--- src/rtl/if_mem_responder.sv ---
// Instruction-fetch memory responder: gathers four bytes from a byte-wide sync RAM into a little-endian word.
// Define IF_PREFETCH_EN to enable speculative sequential prefetch of the next word after each completion.
module if_mem_responder #(
   parameter int ADDR_WIDTH  = 32,
   parameter int RAM_LATENCY = 1
) (
   input  logic                  clk,
   input  logic                  reset,
   input  logic                  if_read,
   input  logic [ADDR_WIDTH-1:0] if_addr,
   input  logic                  if_flush,
   output logic                  if_busy,
   output logic                  if_ready,
   output logic [ADDR_WIDTH-1:0] if_ready_addr,
   output logic [31:0]           if_data,
   output logic                  mem_rd,
   output logic [ADDR_WIDTH-1:0] mem_a,
   input  logic [7:0]            mem_din
);

`ifdef IF_PREFETCH_EN
   localparam logic PF_EN = 1'b1;
`else
   localparam logic PF_EN = 1'b0;
`endif

   typedef enum logic [1:0] {S_IDLE, S_ISSUE, S_DRAIN} state_t;

   state_t                        r_state, w_state_n;
   logic [1:0]                    r_k, w_k_n;
   logic [ADDR_WIDTH-1:0]         r_base;
   logic                          r_busy, r_ready, r_spec;
   logic [ADDR_WIDTH-1:0]         r_ready_addr;
   logic [31:0]                   r_data;
   logic [23:0]                   r_word;
   logic [RAM_LATENCY-1:0]        r_cap_vld;
   logic [RAM_LATENCY-1:0][1:0]   r_cap_k;

   logic w_pf_act, w_merge, w_accept, w_done, w_pf_start;

   // A running prefetch is not "busy", so a matching request merges instead of restarting.
   assign w_pf_act   = PF_EN && r_spec && (r_state != S_IDLE);
   assign w_merge    = w_pf_act && if_read && !if_flush && (if_addr == r_base);
   assign w_accept   = if_read && !r_busy && !if_flush && !w_merge;
   assign w_done     = (r_state == S_DRAIN) && !if_flush;
   assign w_pf_start = PF_EN && w_done && !w_accept;

   always_ff @(posedge clk) begin
      if (reset) begin
         r_state <= S_IDLE;
         r_k     <= 2'd0;
      end else begin
         r_state <= w_state_n;
         r_k     <= w_k_n;
      end
   end

   always_comb begin
      w_state_n = r_state;
      w_k_n     = r_k;
      mem_rd    = 1'b0;
      mem_a     = '0;
      if (if_flush) begin
         w_state_n = S_IDLE;
         w_k_n     = 2'd0;
      end else if (w_accept) begin
         w_state_n = S_ISSUE;
         w_k_n     = 2'd0;
      end else begin
         case (r_state)
            S_ISSUE: begin
               if (r_k == 2'd3) begin
                  w_state_n = S_DRAIN;
                  w_k_n     = 2'd0;
               end else begin
                  w_k_n = r_k + 2'd1;
               end
            end
            S_DRAIN: begin
               w_state_n = w_pf_start ? S_ISSUE : S_IDLE;
               w_k_n     = 2'd0;
            end
            default: w_state_n = S_IDLE;
         endcase
      end
      if (r_state == S_ISSUE) begin
         mem_rd = 1'b1;
         mem_a  = r_base + ADDR_WIDTH'(r_k);
      end
   end

   always_ff @(posedge clk) begin
      if (reset) begin
         r_base       <= '0;
         r_busy       <= 1'b0;
         r_ready      <= 1'b0;
         r_spec       <= 1'b0;
         r_ready_addr <= '0;
         r_data       <= '0;
         r_word       <= '0;
         r_cap_vld    <= '0;
         r_cap_k      <= '0;
      end else begin
         // Byte-capture pipeline trails address issue by the RAM latency.
         r_cap_vld[0] <= (r_state == S_ISSUE);
         r_cap_k[0]   <= r_k;
         for (int i = 1; i < RAM_LATENCY; i++) begin
            r_cap_vld[i] <= r_cap_vld[i-1];
            r_cap_k[i]   <= r_cap_k[i-1];
         end
         if (r_cap_vld[RAM_LATENCY-1]) begin
            case (r_cap_k[RAM_LATENCY-1])
               2'd0:    r_word[7:0]   <= mem_din;
               2'd1:    r_word[15:8]  <= mem_din;
               2'd2:    r_word[23:16] <= mem_din;
               default: ;
            endcase
         end

         if (if_flush) begin
            r_busy  <= 1'b0;
            r_ready <= 1'b0;
            r_spec  <= 1'b0;
         end else if (w_accept) begin
            r_base  <= if_addr;
            r_busy  <= 1'b1;
            r_ready <= 1'b0;
            r_spec  <= 1'b0;
         end else if (w_done) begin
            // Last byte goes straight from the RAM into the result word.
            r_data       <= {mem_din, r_word};
            r_ready_addr <= r_base;
            r_ready      <= 1'b1;
            r_busy       <= 1'b0;
            r_spec       <= PF_EN;
            if (PF_EN) r_base <= r_base + ADDR_WIDTH'(4);
         end else if (w_merge) begin
            r_busy  <= 1'b1;
            r_ready <= 1'b0;
            r_spec  <= 1'b0;
         end
      end
   end

   assign if_busy       = r_busy;
   assign if_ready      = r_ready;
   assign if_ready_addr = r_ready_addr;
   assign if_data       = r_data;

endmodule

--- config.mk ---
export PLATFORM = sky130hd
export DESIGN_NAME = if_mem_responder
export DESIGN_NICKNAME = d
export VERILOG_FILES = /design/src/rtl/if_mem_responder.sv
export SDC_FILE = /design/constraint.sdc
export NUM_CORES = 1
export LEC_CHECK = 0
export ABC_AREA = 1
export CAP_MARGIN = 30
export CORE_ASPECT_RATIO = 0.7
export CORE_MARGIN = 2
export CORE_UTILIZATION = 39
export CTS_CLUSTER_SIZE = 30
export DETAILED_ROUTE_END_ITERATION = 7
export PLACE_DENSITY_LB_ADDON = 0.3
export SLEW_MARGIN = 20
export SYNTH_ARGS = -nofsm -noshare
export SYNTH_HDL_FRONTEND = slang
export SYNTH_SLANG_ARGS = --single-unit
--- constraint.sdc ---
create_clock -name clk -period 2 [get_ports clk]
set_input_delay 0.3 -clock clk [delete_from_list [all_inputs] [get_ports clk]]
set_output_delay 0.3 -clock clk [all_outputs]
set_load 0.02 [all_outputs]
==> reports/metrics.yaml, run 1 <==
critPathLaunchType: "register"
async_flop_share_pct: 0
insertion_delay_ns: 0.42
setup_ws_ns: -0.423
cp-end-kind: "primary output"
drv_slew: 0
die_area_um2: 15100
synth_cells: 764
gr-total-overflow: 0
antenna_left: 0
maxCapViolCount: 0
cts_buffers: 17
drt_iter0_markers: 420
hpwlAfterDp_um: 11600
drc: 0
cts-hold-fix-buffers: 0
area_growth_pct: 56.2
design_area_um2: 8590
place.gp.congestion: 0.895
outcome: "complete, but fails checks"
die_w_um: 146
path_cells: "ha_4, fa_2, nand2_4, nor2_4, nand2_4, nor2_4, buf_6, nand3_1, nand2_1, a21oi_2, buf_4"
grt_pass1_wl_um: 27000
max-slew-margin-rel_pct: 67.0
grt_max_degree: 65
avgSynthCellArea_um2: 7.20
routedWlPerCell_um: 14.8
cp_num_buf_inv: 2
core_um2: 13800
path_max_fanout: 5
final_common_cell: "nor2_1"
antenna_found_initial: 0
setup_tns_ns: -8.50
dp_slack_ns: -0.467
via_per_inst: 4.91
worstPathArrival_ns: 2.12
cp_slowest_cell: "dfxtp_2"
max_freq_mhz: 413
cts.sinks: 129
placed_area_um2: 7510
nFillCells: 1242
syn-cell-area_um2: 5500
period_share_pct: 121
p_leak_uw: 0.00343
drive_gt1_share_pct: 23.6
cts_tree: "done"
io_pins: 143
syn_nets: 814
mostFrequentLayoutCells: "132 x nor2_1, 124 x dfxtp_1, 109 x clkdlybuf4s50_1"
seq_area_frac_synth_pct: 47.0
synth_cell_types: 25
critPathTopFamily: "simple AND/OR/NAND/NOR gates"
h-tree-depth: 4
cts_root_buf: "clkbuf_16"
routed_wl_um: 17400
crit_type: "register to primary output"
max_slew.worst_pin.slew_ns: 0.494
initial_core_util_pct: 39.8
synth_edf_count: 0
fin_skew_ns: 0.00896
ys.warnings.count: 0
hold_path.class: "register to register"
powerDensity_nw_per_um2: 756
rsz0062_at_grt: "true"
period_minus_slack_ns: 2.42
synth_flop_cell: "dfxtp_1"
crit_path_max_incr_delay_ns: 0.35
final_nets: 1016
n_antenna_cell: 0
die_h_um: 103
grt_usage_pct: 22.8
port_buffers: 142
violations: "negative setup slack"
clk_pin_slew_ns: 0.06
vdd_drop_max_mv: 0.569
ctsLongestPathBuffers: 2
first_pass_iters: 5
finalSetupViolCount: 30
required_ns: 1.70
num_vias: 5739
std_cell_rows: 36
synth.ff_latch_count: 129
grt_pass1_vias: 5212
hold_viol_final: 0
## routing by layer
metal	part of all wire, %	vias to the layer above	global-route usage [%]
met2	42	193	32.8
met4	0.66	0	6.79
li1	-	2890	-
met5	0	-	0
met1	50	2646	33.3
met3	7.6	10	6.36
## registers in the layout (all words and copies together), names as in the netlist
register	count
if_busy	1
if_data	32
if_ready	1
if_ready_addr	32
r_base	32
r_cap_k	2
r_cap_vld	1
r_k	2
r_state	2
r_word	24
## cell type report
class / count / area [um^2] / area share [%]
clock buffers: 20 / 457 / 5.32
clock inverters: 12 / 181 / 2.11
inverters: 71 / 274 / 3.19
multi-input cells: 527 / 2750 / 32.0
flip-flops and latches: 129 / 2590 / 30.2
well taps: 190 / 238 / 2.77
repair buffers: 220 / 2100 / 24.5
## path summary, 6_finish.rpt
kind | slack, ns | from | end | cells after the start
worst min register to register | 0.46 | r_word[13] | r_word[13] | 2
worst max-delay path | -0.42 | r_k[0] | mem_a[24] | 11
worst min-delay path | 0.46 | r_word[13] | r_word[13] | 2
worst max register to register | 0.39 | r_state[0] | if_ready_addr[27] | 9
## kinds of logic after synthesis
group | count (synthesis) | synth area share (%)
AND/OR/NAND/NOR | 286 | 20.9
AO/OA/AOI/OAI | 232 | 21.7
flip-flops | 129 | 47.0
buffers and inverters | 108 | 8.42
adder cells (fa/ha/maj) | 6 | 1.50
XOR/XNOR | 3 | 0.478
## cell usage after synthesis (all sizes together), types with 3 or more instances
library cell,count,area [um^2]
a21oi,102,526
buf,14,110
clkbuf,23,86.3
dfxtp,129,2580
ha,5,62.6
inv,71,267
nand2,103,394
nand3,20,100
nor2,158,628
nor3,3,15.0
o21ai,129,661
xor2,3,26.3
## per-stage QoR
step	hold WS (ns)	utilization, %	power [uW]	std cells
floorplan	0.372	-	2940	764
global placement	0.444	54.3	3170	1119
detailed placement	0.450	54.3	3180	1119
CTS	0.462	60.4	6510	1161
global route	0.482	62.1	6710	1169
finish	0.459	62.1	6490	1169
## report_power, final
group          total, uW  internal [uW]  leakage (uW)  switching [uW]
clock network       3330           2160      0.000299            1170
logic                486            223       0.00208             263
registers           2670           2620       0.00105            49.6
## worst min-delay path: stages, from the launching register on
cell	delay [ns]
dfxtp_1	0.30
inv_1	0.06
a21oi_1	0.06
## timing repair
item                                    CTS  global route
resized for setup                       214            64
setup buffers                            11            11
pin swaps                                20            32
endpoints found under the setup margin   33            31
Note: power is estimated with default switching activity, not from simulation.
==> inputs of run 2 (changes only) <==
CAP_MARGIN = 15   (was 30)
RECOVER_POWER = 50   (was default)
==> results of run 2 <==
The final DEF is identical to that of run 1; final timing and power are the same.
